==> src/rtl/pop_count_block_acc.sv <==
// Accumulates per-word popcounts into blocks of up to BLOCK_LEN words and
// hands each block's sum, word count, maximum and clamp flag to a one-entry result register.
module pop_count_block_acc #(
    parameter int BLOCK_LEN = 16,
    parameter int SUM_W     = 10
) (
    input  logic             clk,
    input  logic             rst_n,
    input  logic             in_valid,
    output logic             in_ready,
    input  logic [5:0]       in_cnt,
    input  logic             in_last,
    output logic             out_valid,
    input  logic             out_ready,
    output logic [SUM_W-1:0] out_sum,
    output logic [7:0]       out_words,
    output logic [5:0]       out_max,
    output logic             out_err
);

    localparam logic [7:0] LAST_IDX = 8'(BLOCK_LEN - 1);

    logic [SUM_W-1:0] acc_sum;
    logic [5:0]       acc_max;
    logic             acc_err;
    logic [7:0]       wcnt;

    logic             over;
    logic [5:0]       cnt_clamp;
    logic             accept;
    logic             close;
    logic [SUM_W-1:0] sum_next;
    logic [5:0]       max_next;
    logic             err_next;
    logic [7:0]       wcnt_next;

    // The result register can take a new block in the same cycle it drains.
    assign in_ready = !out_valid || out_ready;
    assign accept   = in_valid && in_ready;
    assign close    = accept && ((wcnt == LAST_IDX) || in_last);

    always_comb begin
        over      = (in_cnt > 6'd32);
        cnt_clamp = over ? 6'd32 : in_cnt;
        sum_next  = acc_sum + SUM_W'(cnt_clamp);
        max_next  = (cnt_clamp > acc_max) ? cnt_clamp : acc_max;
        err_next  = acc_err || over;
        wcnt_next = wcnt + 8'd1;
    end

    // Totals including the closing word go to the result register; the
    // accumulators restart from zero so no empty block can ever be formed.
    always_ff @(posedge clk or negedge rst_n) begin
        if (!rst_n) begin
            acc_sum <= '0;
            acc_max <= '0;
            acc_err <= 1'b0;
            wcnt    <= '0;
        end else if (close) begin
            acc_sum <= '0;
            acc_max <= '0;
            acc_err <= 1'b0;
            wcnt    <= '0;
        end else if (accept) begin
            acc_sum <= sum_next;
            acc_max <= max_next;
            acc_err <= err_next;
            wcnt    <= wcnt_next;
        end
    end

    always_ff @(posedge clk or negedge rst_n) begin
        if (!rst_n) begin
            out_valid <= 1'b0;
            out_sum   <= '0;
            out_words <= '0;
            out_max   <= '0;
            out_err   <= 1'b0;
        end else if (close) begin
            out_valid <= 1'b1;
            out_sum   <= sum_next;
            out_words <= wcnt_next;
            out_max   <= max_next;
            out_err   <= err_next;
        end else if (out_ready) begin
            out_valid <= 1'b0;
        end
    end

endmodule

==> config.mk <==
export PLATFORM = sky130hd
export DESIGN_NAME = pop_count_block_acc
export DESIGN_NICKNAME = d
export VERILOG_FILES = /design/src/rtl/pop_count_block_acc.sv
export SDC_FILE = /design/constraint.sdc
export NUM_CORES = 1
export LEC_CHECK = 0
export ABC_AREA = 1
export BUFFER_PORTS_ARGS = -buffer_cell sky130_fd_sc_hd__buf_2
export CAP_MARGIN = 20
export CELL_PAD_IN_SITES_DETAIL_PLACEMENT = 1
export CELL_PAD_IN_SITES_GLOBAL_PLACEMENT = 1
export CORE_UTILIZATION = 45
export DETAILED_ROUTE_END_ITERATION = 12
export HOLD_SLACK_MARGIN = 0.02
export PLACE_DENSITY = 0.83
export SYNTH_ARGS = -nofsm -noshare
export SYNTH_HDL_FRONTEND = slang
export SYNTH_SLANG_ARGS = --single-unit
==> constraint.sdc <==
create_clock -name clk -period 3 [get_ports clk]
set_clock_uncertainty 0.15 [all_clocks]
set_input_delay 0.6 -clock clk [delete_from_list [all_inputs] [get_ports clk]]
set_output_delay 0.6 -clock clk [all_outputs]
set_load 0.05 [all_outputs]
# After elaboration in Yosys (flattened, before gate mapping)
# Cells that the tools add are included.
# classes
addsub	2
n_lt_le_gt_ge	2
n_mux	12
n_reduce_logical	8
n_eq_ne	1
# op_table
operator	n
two-way mux 6 bit	4
two-way mux 10 bit	2
two-way mux 8 bit	2
adder 10 x 6 -> 10 bit	1
adder 8 x 1 -> 8 bit, second input constant	1
== test 8 x 4 -> 1 bit, second input constant	1
greater-than comparator 6 bit	1
greater-than comparator 6 bit, second input constant	1
two-way mux 1 bit	4
nonzero test 2 bit	2
logical OR 1 bit	3
logical AND 1 bit	2
logical NOT 1 bit	1
# word_totals
inputBits	11
regBits	51
out_inout_bits	27
word_cells	34

# Longest topological paths before layout
# logic_depth
depth_word	6
depth_mapped	15
ltp_nobuf	15

# Least setup slack after synthesis
# Ideal clock, no wire load.
# synth_path
path_kind	input -> register
startpoint	in in_cnt[4]
endpoint	reg out_sum[6]
path_stages	13
arrival_time_ns	1.993
required_time_ns	2.732
path_buffers	0
setup_ns	0.118
path_slack_ns	0.739
path_cell_list	inv_1 > nand3_1 > nand2_1 > nand2_1 > inv_1 > ha_1 > fa_1 > nand3_1 > nand2_1 > nand3_1 > nand3b_1 > nand3_1 > nand2_1
# synth_via
elab_chain_len	3
# synth_lines
item	line	source
from (decl)	11	input logic [5:0] in_cnt,
greater-than comparator 6 bit	43	over = (in_cnt > 6'd32);
two-way mux 6 bit (*)	44	cnt_clamp = over ? 6'd32 : in_cnt;
adder 10 x 6 -> 10 bit (*)	45	sum_next = acc_sum + SUM_W'(cnt_clamp);
to (signal assigned)	81	out_sum <= sum_next;
to (decl)	15	output logic [SUM_W-1:0] out_sum,
# Mark *: on every way between the ends. The rest lies on a longest branch, timed or not.
# A chain may end at the register's enable or synchronous reset.

# Worst setup path in the final report
# layout_path
startpoint	in in_cnt[3]
endpoint	reg out_sum[6]
# The elaborated chain is that of the path after synthesis.

==> reports/summary.txt <==
vias in the first global route -> 2538
# diodes -> 0
Die Y-Extent -> 79.9 um
Worst-Skew Late Latency -> 310 ps
vias -> 2420
hold_buf cts -> 0
Final HPWL DP -> 4.98 mm
Layout Area Growth over Synthesis -> 14.1%
Psw -> 1040 uW
Max Root-Sink Buffers -> 2
cell area after synthesis -> 0.00273 mm2
Worst-path clk slew -> 90 ps
Int Power -> 1410 uW
Post-CTS Setup Bufs -> 0
prevailing post-synth register cell -> dfrtp_1
core area -> 0.00568 mm2
grt total ovfl -> 0
routed wire length -> 6.83 mm
endpoints failing setup -> 0
worst r2r dst -> acc_sum[8]
Worst Tran Pin Value -> 652 ps
share of the yosys chip area belonging to registers -> 46.8%
power share of the clock group -> 23.2%
GRT Overall Usage -> 24.0%
CP max stage cell -> fa_1
post-synthesis cell count -> 354
yosys warns -> 0
setup TNS -> 0 ps
pwr/cell area -> 789 mW/mm2
critical-path cell list -> buf_2 > nor2_1 > nand3_1 > nand2_1 > nand2_1 > inv_1 > ha_1 > fa_1 > nand3_1 > nand2_1 > nand3_1 > nand3b_1 > nand3_1 > nand2_1
final worst setup slack -> 671 ps
Tot Pwr -> 2460 uW
final instance area -> 0.00311 mm2
crit end category -> flop
Arr. time, crit path -> 2380 ps
GP Congestion -> 0.810
CTS resizes -> 0
clock buffer count from CTS -> 5
Clk Tree Root Cell -> clkbuf_8
Die X -> 79.9 um
layout cells sized above 1 -> 14.2%
Post-Place Setup Slack -> 382 ps
R2R cell count -> 9
critical path type -> in -> reg
required time of the critical path -> 3050 ps
Reg-to-Reg Start -> wcnt[0]
Comb pwr share -> 38.9%
fin. max-slew vios -> 0
number of buffers added on ports -> 37
H-tree depth -> 2
Initial DRT Pass Iterations -> 4
asr flop ratio synth -> 100%
sw frac -> 42.4%
VDD IR max -> 0.000460 V
EDFF count, synth -> 0
Synth cell types -> 23
critical path's top delay family -> simple AND/OR/NAND/NOR gates
antenna violations before repair -> 0
Die Area -> 0.00638 mm2
starting density of the core -> 48.1%
Sink Count -> 51
Final #Nets -> 419
P_leak -> 0.00182 uW
CTS tree -> done
critical path's largest stage delay -> 410 ps
max_slew headroom -> 56.5%
Finished Layout Cells -> 467
CP max FO -> 3
largest net degree at the start of global routing -> 52
first-pass GRT wire length -> 11.7 mm
Mean Syn Cell Area -> 7.71 um2
Hold Fails Final Rpt -> 0
#FFs+latches synth -> 51
Buf+Inv Stages, Crit Path -> 2
Final Critical Period -> 2330 ps
Row Count -> 27
sequential share of power -> 37.9%
placed cells -> 459
Worst setup SP type -> input port
Hold Crit Class -> in -> async
via/cell ratio -> 5.18
I/O pin total -> 38
final period utilization -> 77.6%
max-capacitance violation count -> 0
DR iter-0 viols -> 78
dpl cell area -> 0.00298 mm2
status -> finished, final reports clean
routed length per placed instance -> 14.6 um
Routed Antenna Nets -> 0
R2R setup slack -> 900 ps
Synth Net Count -> 379
Fmax -> 429 MHz
RSZ-0062 raised after global routing -> no
number of remaining DRC errors -> 0
layer usage:
layer	track usage (%)	wire, um
met5	0	0
met4	7.14	99
met3	3.43	202
met2	41.7	3280
met1	30.8	3250
worst register-to-register path: cells and delay by family, from the launching register on:
family	cells	cell delay, ps
adder cells (fa/ha/maj)	1	250
flip-flops	1	430
buffers and inverters	1	320
AND/OR/NAND/NOR	7	880
per-stage QoR:
stage | hold slack (ps) | utilization, %
floorplan | 154 | -
global placement | 307 | 52.4
detailed placement | 311 | 52.4
CTS | 270 | 54.8
global route | 301 | 54.8
finish | 243 | 54.8
logic make-up (layout without fill, tap and decap cells):
family	Yosys count	after routing	share of synthesized area [%]
and+or+nand+nor	224	224	33.9
DFF	51	51	46.8
buffers and inverters	41	82	6.79
AOI/OAI and AO/OA	15	15	2.94
adders and majority gates	14	14	6.70
xor gates and xnor gates	9	9	2.89
layout make-up:
class	instances	area, um2
multi-input combinational	262	1270
sequential	51	1280
inverter	32	120
fill	737	2560
clock inverter	3	67.6
timing repair buffer	42	223
tap	72	90.1
clock buffer	5	68.8
cells in the final DEF, fill, tap and decap left out:
cell type   count
nand2_1       163
dfrtp_1        51
nand3_1        38
buf_2          37
inv_1          31
ha_1           13
nor2_1         10
xor2_1          9
o21ai_0         8
a21oi_1         5
clkbuf_8        5
buf_4           5
nor3_1          3
nand3b_1        3
nand2_2         2
o21a_1          2
nand4_1         2
bufinv_16       2
nand3_2         1
inv_2           1
or2_2           1
nor2_2          1
fa_1            1
clkinvlp_4      1
power groups by stage:
| stage | combinational, uW | clock [uW] | sequential [uW] |
|---|---|---|---|
| 2_1_floorplan | 393 | 0 | 1250 |
| 3_3_place_gp | 927 | 0 | 940 |
| 3_5_place_dp | 953 | 0 | 943 |
| 4_1_cts | 962 | 590 | 932 |
| 5_1_grt | 1050 | 613 | 954 |
| 6_report | 954 | 570 | 931 |
worst max path at each step:
stage | end | slack (ps) | startpoint | depth (start not counted)
after floorplan | out_sum[6] | 740 | in_cnt[4] | 13
after global placement | out_sum[6] | 420 | in_cnt[2] | 14
after detailed placement | out_sum[6] | 380 | in_cnt[3] | 14
after CTS | out_sum[6] | 680 | in_cnt[3] | 14
after global routing | out_max[1] | 400 | in_cnt[2] | 15
final | out_sum[6] | 670 | in_cnt[3] | 14
cell usage after synthesis (2+ instances only):
| cell type | count | area (um2) |
|---|---|---|
| nand2_1 | 163 | 612 |
| dfrtp_1 | 51 | 1280 |
| nand3_1 | 38 | 190 |
| inv_1 | 31 | 116 |
| ha_1 | 13 | 163 |
| nor2_1 | 10 | 37.5 |
| xor2_1 | 9 | 78.8 |
| o21ai_0 | 8 | 40.0 |
| a21oi_1 | 5 | 25.0 |
| buf_2 | 4 | 20.0 |
| buf_6 | 3 | 33.8 |
| nand3b_1 | 3 | 22.5 |
| nor3_1 | 3 | 15.0 |
| nand2_2 | 2 | 12.5 |
| nand4_1 | 2 | 12.5 |
| o21a_1 | 2 | 15.0 |
state kept, by name (all words and copies together), names as in the netlist:
signal	flops
out_valid	1
wcnt	8
acc_max	6
out_sum	10
acc_sum	10
acc_err	1
out_words	8
out_max	6
out_err	1
(Power assumes the default switching activity.)
